<file path="config.mk">
export PLATFORM = sky130hd
export DESIGN_NAME = writeback_queue
export DESIGN_NICKNAME = d
export VERILOG_FILES = /design/src/rtl/writeback_queue.sv
export SDC_FILE = /design/constraint.sdc
export NUM_CORES = 1
export LEC_CHECK = 0
export BUFFER_PORTS_ARGS = -buffer_cell sky130_fd_sc_hd__buf_4
export CORE_MARGIN = 2
export CORE_UTILIZATION = 35
export DETAILED_ROUTE_END_ITERATION = 8
export PLACE_DENSITY = 0.54
export SYNTH_ARGS = -nofsm -noshare
export SYNTH_HDL_FRONTEND = slang
export SYNTH_SLANG_ARGS = --single-unit
</file>
<file path="constraint.sdc">
create_clock -name clk -period 2.2 [get_ports clk]
set_clock_uncertainty 0.05 [all_clocks]
set_input_delay 0.66 -clock clk [delete_from_list [all_inputs] [get_ports clk]]
set_output_delay 0.66 -clock clk [all_outputs]
set_load 0.02 [all_outputs]
</file>
<file path="src/rtl/writeback_queue.sv">
// Writeback queue: buffers register-file writes until the write port is free.
// Optional decode-stage forwarding is built when WBQ_FORWARD_EN is defined.
module writeback_queue #(
  parameter int unsigned DEPTH = 4
) (
  input  logic                     clk,
  input  logic                     reset,
  input  logic                     in_valid,
  output logic                     in_ready,
  input  logic [4:0]               in_reg,
  input  logic [31:0]              in_data,
  input  logic                     drain_en,
  output logic                     RegWrite,
  output logic [4:0]               write_reg,
  output logic [31:0]              write_data,
  input  logic [4:0]               read_reg1,
  input  logic [4:0]               read_reg2,
  output logic                     fwd_hit1,
  output logic                     fwd_hit2,
  output logic [31:0]              fwd_data1,
  output logic [31:0]              fwd_data2,
  output logic [$clog2(DEPTH):0]   count,
  output logic                     zero_drop
);

  localparam int unsigned AW = $clog2(DEPTH);
  localparam logic [AW:0] FULL_C = (AW+1)'(DEPTH);

  logic [4:0]    reg_mem [DEPTH];
  logic [31:0]   data_mem [DEPTH];
  logic [AW-1:0] head_q, head_d;
  logic [AW-1:0] tail_q, tail_d;
  logic [AW:0]   count_q, count_d;
  logic          regwrite_q;
  logic [4:0]    write_reg_q;
  logic [31:0]   write_data_q;
  logic          zero_drop_q;
  logic          push_s, pop_s, drop_s;

  assign in_ready   = (count_q < FULL_C);
  assign push_s     = in_valid && in_ready && (in_reg != 5'd0);
  assign drop_s     = in_valid && in_ready && (in_reg == 5'd0);
  assign pop_s      = drain_en && (count_q != {(AW+1){1'b0}});
  assign RegWrite   = regwrite_q;
  assign write_reg  = write_reg_q;
  assign write_data = write_data_q;
  assign count      = count_q;
  assign zero_drop  = zero_drop_q;

  // Next-state pointers and occupancy
  always_comb begin
    head_d  = head_q;
    tail_d  = tail_q;
    count_d = count_q;
    if (pop_s) begin
      head_d = head_q + {{(AW-1){1'b0}}, 1'b1};
    end else begin
      head_d = head_q;
    end
    if (push_s) begin
      tail_d = tail_q + {{(AW-1){1'b0}}, 1'b1};
    end else begin
      tail_d = tail_q;
    end
    case ({push_s, pop_s})
      2'b10:   count_d = count_q + {{AW{1'b0}}, 1'b1};
      2'b01:   count_d = count_q - {{AW{1'b0}}, 1'b1};
      default: count_d = count_q;
    endcase
  end

  // Control state and output stage
  always_ff @(posedge clk or posedge reset) begin
    if (reset) begin
      head_q       <= {AW{1'b0}};
      tail_q       <= {AW{1'b0}};
      count_q      <= {(AW+1){1'b0}};
      regwrite_q   <= 1'b0;
      write_reg_q  <= 5'd0;
      write_data_q <= 32'd0;
      zero_drop_q  <= 1'b0;
    end else begin
      head_q      <= head_d;
      tail_q      <= tail_d;
      count_q     <= count_d;
      regwrite_q  <= pop_s;
      zero_drop_q <= drop_s;
      if (pop_s) begin
        write_reg_q  <= reg_mem[head_q];
        write_data_q <= data_mem[head_q];
      end
    end
  end

  // Entry storage; occupancy alone decides validity, so no reset needed
  always_ff @(posedge clk) begin
    if (push_s) begin
      reg_mem[tail_q]  <= in_reg;
      data_mem[tail_q] <= in_data;
    end
  end

`ifdef WBQ_FORWARD_EN
  // Scan oldest to youngest so the last match (youngest) wins.
  function automatic logic [32:0] lookup(input logic [4:0] rr);
    logic [32:0]   res;
    logic [AW-1:0] idx;
    res = 33'd0;
    if (rr != 5'd0) begin
      if (regwrite_q && (write_reg_q == rr)) begin
        res = {1'b1, write_data_q};
      end
      for (int i = 0; i < DEPTH; i++) begin
        idx = head_q + AW'(i);
        if (((AW+1)'(i) < count_q) && (reg_mem[idx] == rr)) begin
          res = {1'b1, data_mem[idx]};
        end
      end
    end
    return res;
  endfunction

  // Combinational forwarding lookup for both read ports
  always_comb begin
    {fwd_hit1, fwd_data1} = lookup(read_reg1);
    {fwd_hit2, fwd_data2} = lookup(read_reg2);
  end
`else
  assign fwd_hit1  = 1'b0;
  assign fwd_hit2  = 1'b0;
  assign fwd_data1 = 32'd0;
  assign fwd_data2 = 32'd0;
`endif

endmodule

</file>
==> reports/summary.txt <==
deepest level of the CTS H-tree -> 4
routed length on met3 -> 808 µm
origin of the critical flop-to-flop path -> count[2]
result of the run -> finished, final reports clean
mean cell area of the mapped netlist -> 16.7 µm²
maximum fanout count along the critical path -> 5
Cell variety after synth -> 22
estimated wirelength of the detail-placed design -> 9300 µm
async set or reset register ratio after synthesis -> 23.7%
Total Nets Final -> 624
Register-to-Register Path Depth -> 9
starting density of the core -> 35.5%
proportion of synthesized area in mux cells -> 11.1%
CTS tree -> done
source-to-sink clock delay at the later pin of the worst-skew pair -> 0.42 ns
sequential share of power -> 42.9%
prevailing post-synth register cell -> edfxtp_1
Detailed Route Iter0 Violations -> 180
area delta synth->final -> 20.2%
combinational group share of total power -> 30.1%
number of buffers inserted for hold repair after clock tree synthesis -> 0
Synth area leaders -> edfxtp_1 (58%), dfrtp_1 (15%), mux4_2 (11%), buf_4 (6.6%), nand2_1 (5.5%)
Routed met1 length -> 6500 µm
number of flip-flops in the largest register -> 128
number of remaining DRC errors -> 0
count of buffers added by post-CTS timing repair for setup -> 0
Pre-Repair DR Iteration Count -> 4
Worst setup SP type -> input pin
number of nets with antenna violations after routing -> 0
number of instances in the synthesized netlist -> 461
initial antenna violation count -> 0
vias per cell -> 4.41
register containing the most flip-flops in the final layout -> data_mem
Peak supply drop -> 0.000582 V
sequential element share of the synthesized area -> 72.7%
vias post-DR -> 3789
data required time at the worst endpoint -> 2.49 ns
number of flip-flops and latches in the synthesized netlist -> 194
uppermost metal layer occupied by signal nets -> met4
DR WL met2 -> 7050 µm
simple-gate portion of the synthesized area -> 6.13%
reg-to-reg setup timing slack -> 0.38 ns
slew margin rel. -> 63.9%
main combinational cell family by area after synthesis -> multiplexers
worst min path class -> input pin to asynchronous set/reset pin
final worst path period need -> 1.95 ns
RSZ-0062 raised after global routing -> false
Synth area leader -> edfxtp_1
most frequent cell after synthesis -> edfxtp_1
Static Leak -> 3.67 nW
final-report max-slew violation count -> 0
total detailed-routing wirelength -> 14500 µm
Buffers on Ports -> 83
summed negative setup slack over all endpoints -> 0 ns
internal power -> 8.50 mW
last element of the critical path -> count[2]
Total Routing Usage GR -> 13.0%
area inside the core boundary -> 21700 µm²
classification of the worst setup path -> input pin to register
# setup viols final -> 0
share of the synthesized area in the top cell type -> 57.7%
CP startpoint -> in_reg[1]
Synth Area in XOR/XNOR -> 0.682%
P per Cell Area -> 1310 nW/µm²
largest net degree at the start of global routing -> 40
root buffer selected by CTS -> clkbuf_16
die height -> 152 µm
Resized cells post-CTS -> 0
count of maximum capacitance violations -> 0
Final Hold Viols -> 0
fraction of power spent switching nets -> 30.0%
maximum clock path buffer count -> 2
category of the worst setup path capture point -> register
Placement Rows -> 54
final core utilization -> 42.7%
worst slew pin tran -> 0.542 ns
Die Wd -> 152 µm
EDFF count, synth -> 148
ant diodes -> 0
routed wirelength normalized by instance count -> 16.8 µm
non-filler cells, final -> 860
GRT overflow -> 0
Cells after DPL -> 828
global-route wire length before repair -> 22900 µm
RD Place Congestion -> 0.709
most used standard cells in the synthesized netlist -> edfxtp_1 (148), nand2_1 (113), buf_4 (68), dfrtp_1 (46), mux4_2 (37)
area of the mapped netlist -> 7700 µm²
via count of the first global-routing pass -> 4034
sink count of the clock tree -> 194
compound-gate portion of the synthesized area -> 0.227%
final hold slack -> 0.229 ns
clock power share -> 27.1%
die area -> 23200 µm²
Achievable Freq -> 512 MHz
CTS Buf Count -> 17
net switching power figure -> 3.65 mW
arrival time at the worst endpoint -> 2.25 ns
Top Ports -> 160
clock input transition at the sequential cells of the worst setup and hold paths -> 0.07 ns
Final Cycle Share -> 88.8%
endpoint of the most critical register-to-register path -> count[2]
arithmetic-cell share of the synthesized area counting full adders, half adders and majority gates -> 1.07%
number of warnings issued by yosys -> 0
fraction of layout cells with a size suffix above 1 -> 31.0%
[power groups by stage]
stage	sequential, mW	clock (mW)	combinational, mW
6_report	5.21	3.29	3.65
5_1_grt	5.30	3.52	4.03
4_1_cts	5.23	3.37	3.76
3_5_place_dp	5.29	0	3.75
3_3_place_gp	5.25	0	3.70
2_1_floorplan	5.57	0	2.08
[cells by family after synthesis]
logic type,count (synthesis)
DFF,194
and+or+nand+nor,122
buffers and inverters,91
muxes,39
adders and majority gates,6
xor gates and xnor gates,6
AOI/OAI and AO/OA,2
other,1
[worst min path at each step]
stage,from,end,slack (ns),depth (start not counted)
5_1_grt,reset,write_data[19],0.24,2
3_3_place_gp,write_data[19],write_data[19],0.41,2
4_1_cts,reset,write_data[16],0.24,2
2_1_floorplan,tail_q[1],tail_q[1],0.48,1
3_5_place_dp,write_data[19],write_data[19],0.41,2
6_report,reset,write_data[19],0.23,2
[cell usage in the layout (no fill, tap or decap)]
| cell | count |
|---|---|
| mux2_2 | 1 |
| nor3_2 | 1 |
| a21oi_1 | 1 |
| mux4_2 | 37 |
| and2_2 | 4 |
| clkinvlp_4 | 1 |
| edfxtp_1 | 148 |
| nand2b_1 | 1 |
| inv_2 | 2 |
| xor2_1 | 1 |
| buf_12 | 8 |
| ha_1 | 5 |
| nand2_1 | 113 |
| inv_6 | 1 |
| clkbuf_8 | 1 |
| nor2_1 | 3 |
| inv_1 | 7 |
| o31ai_4 | 1 |
| conb_1 | 66 |
| clkbuf_16 | 20 |
| buf_4 | 96 |
| bufinv_16 | 3 |
| mux2i_1 | 1 |
| clkbuf_1 | 4 |
| dfrtp_2 | 1 |
| xnor2_1 | 5 |
| dfrtp_4 | 1 |
| dfrtp_1 | 44 |
| fa_1 | 1 |
| clkinv_2 | 2 |
[worst max-delay path: stages]
cell	delay, ns
buf_4	0.13
nor3_2	0.26
a21oi_1	0.13
inv_1	0.07
ha_1	0.17
inv_1	0.06
fa_1	0.38
xor2_1	0.15
nor2_1	0.11
xnor2_1	0.12
[final cells by class]
cell class,instances,area [µm²]
Fill cell,1960,12400
Multi-Input combinational cell,241,1750
Clock inverter,7,116
Inverter,9,33.8
Clock buffer,25,529
Timing Repair Buffer,104,881
Tap cell,280,350
Sequential cell,194,5600
[per-layer routing]
layer / up-vias / global-route usage, %
li1: 1727 / -
met1: 1914 / 16.9
met2: 137 / 21.7
met3: 11 / 3.98
met4: 0 / 2.94
met5: - / 0
[metrics by stage]
stage               total power, mW  setup WS, ns  cell area (µm²)
floorplan                      7.65       0.00392             7950
global placement               8.95        -0.278             8610
detailed placement             9.04        -0.314             8610
CTS                            12.4         0.128             9250
global route                   12.9        0.0986             9260
finish                         12.2         0.246             9260
Power figures use the tool's default switching activity.
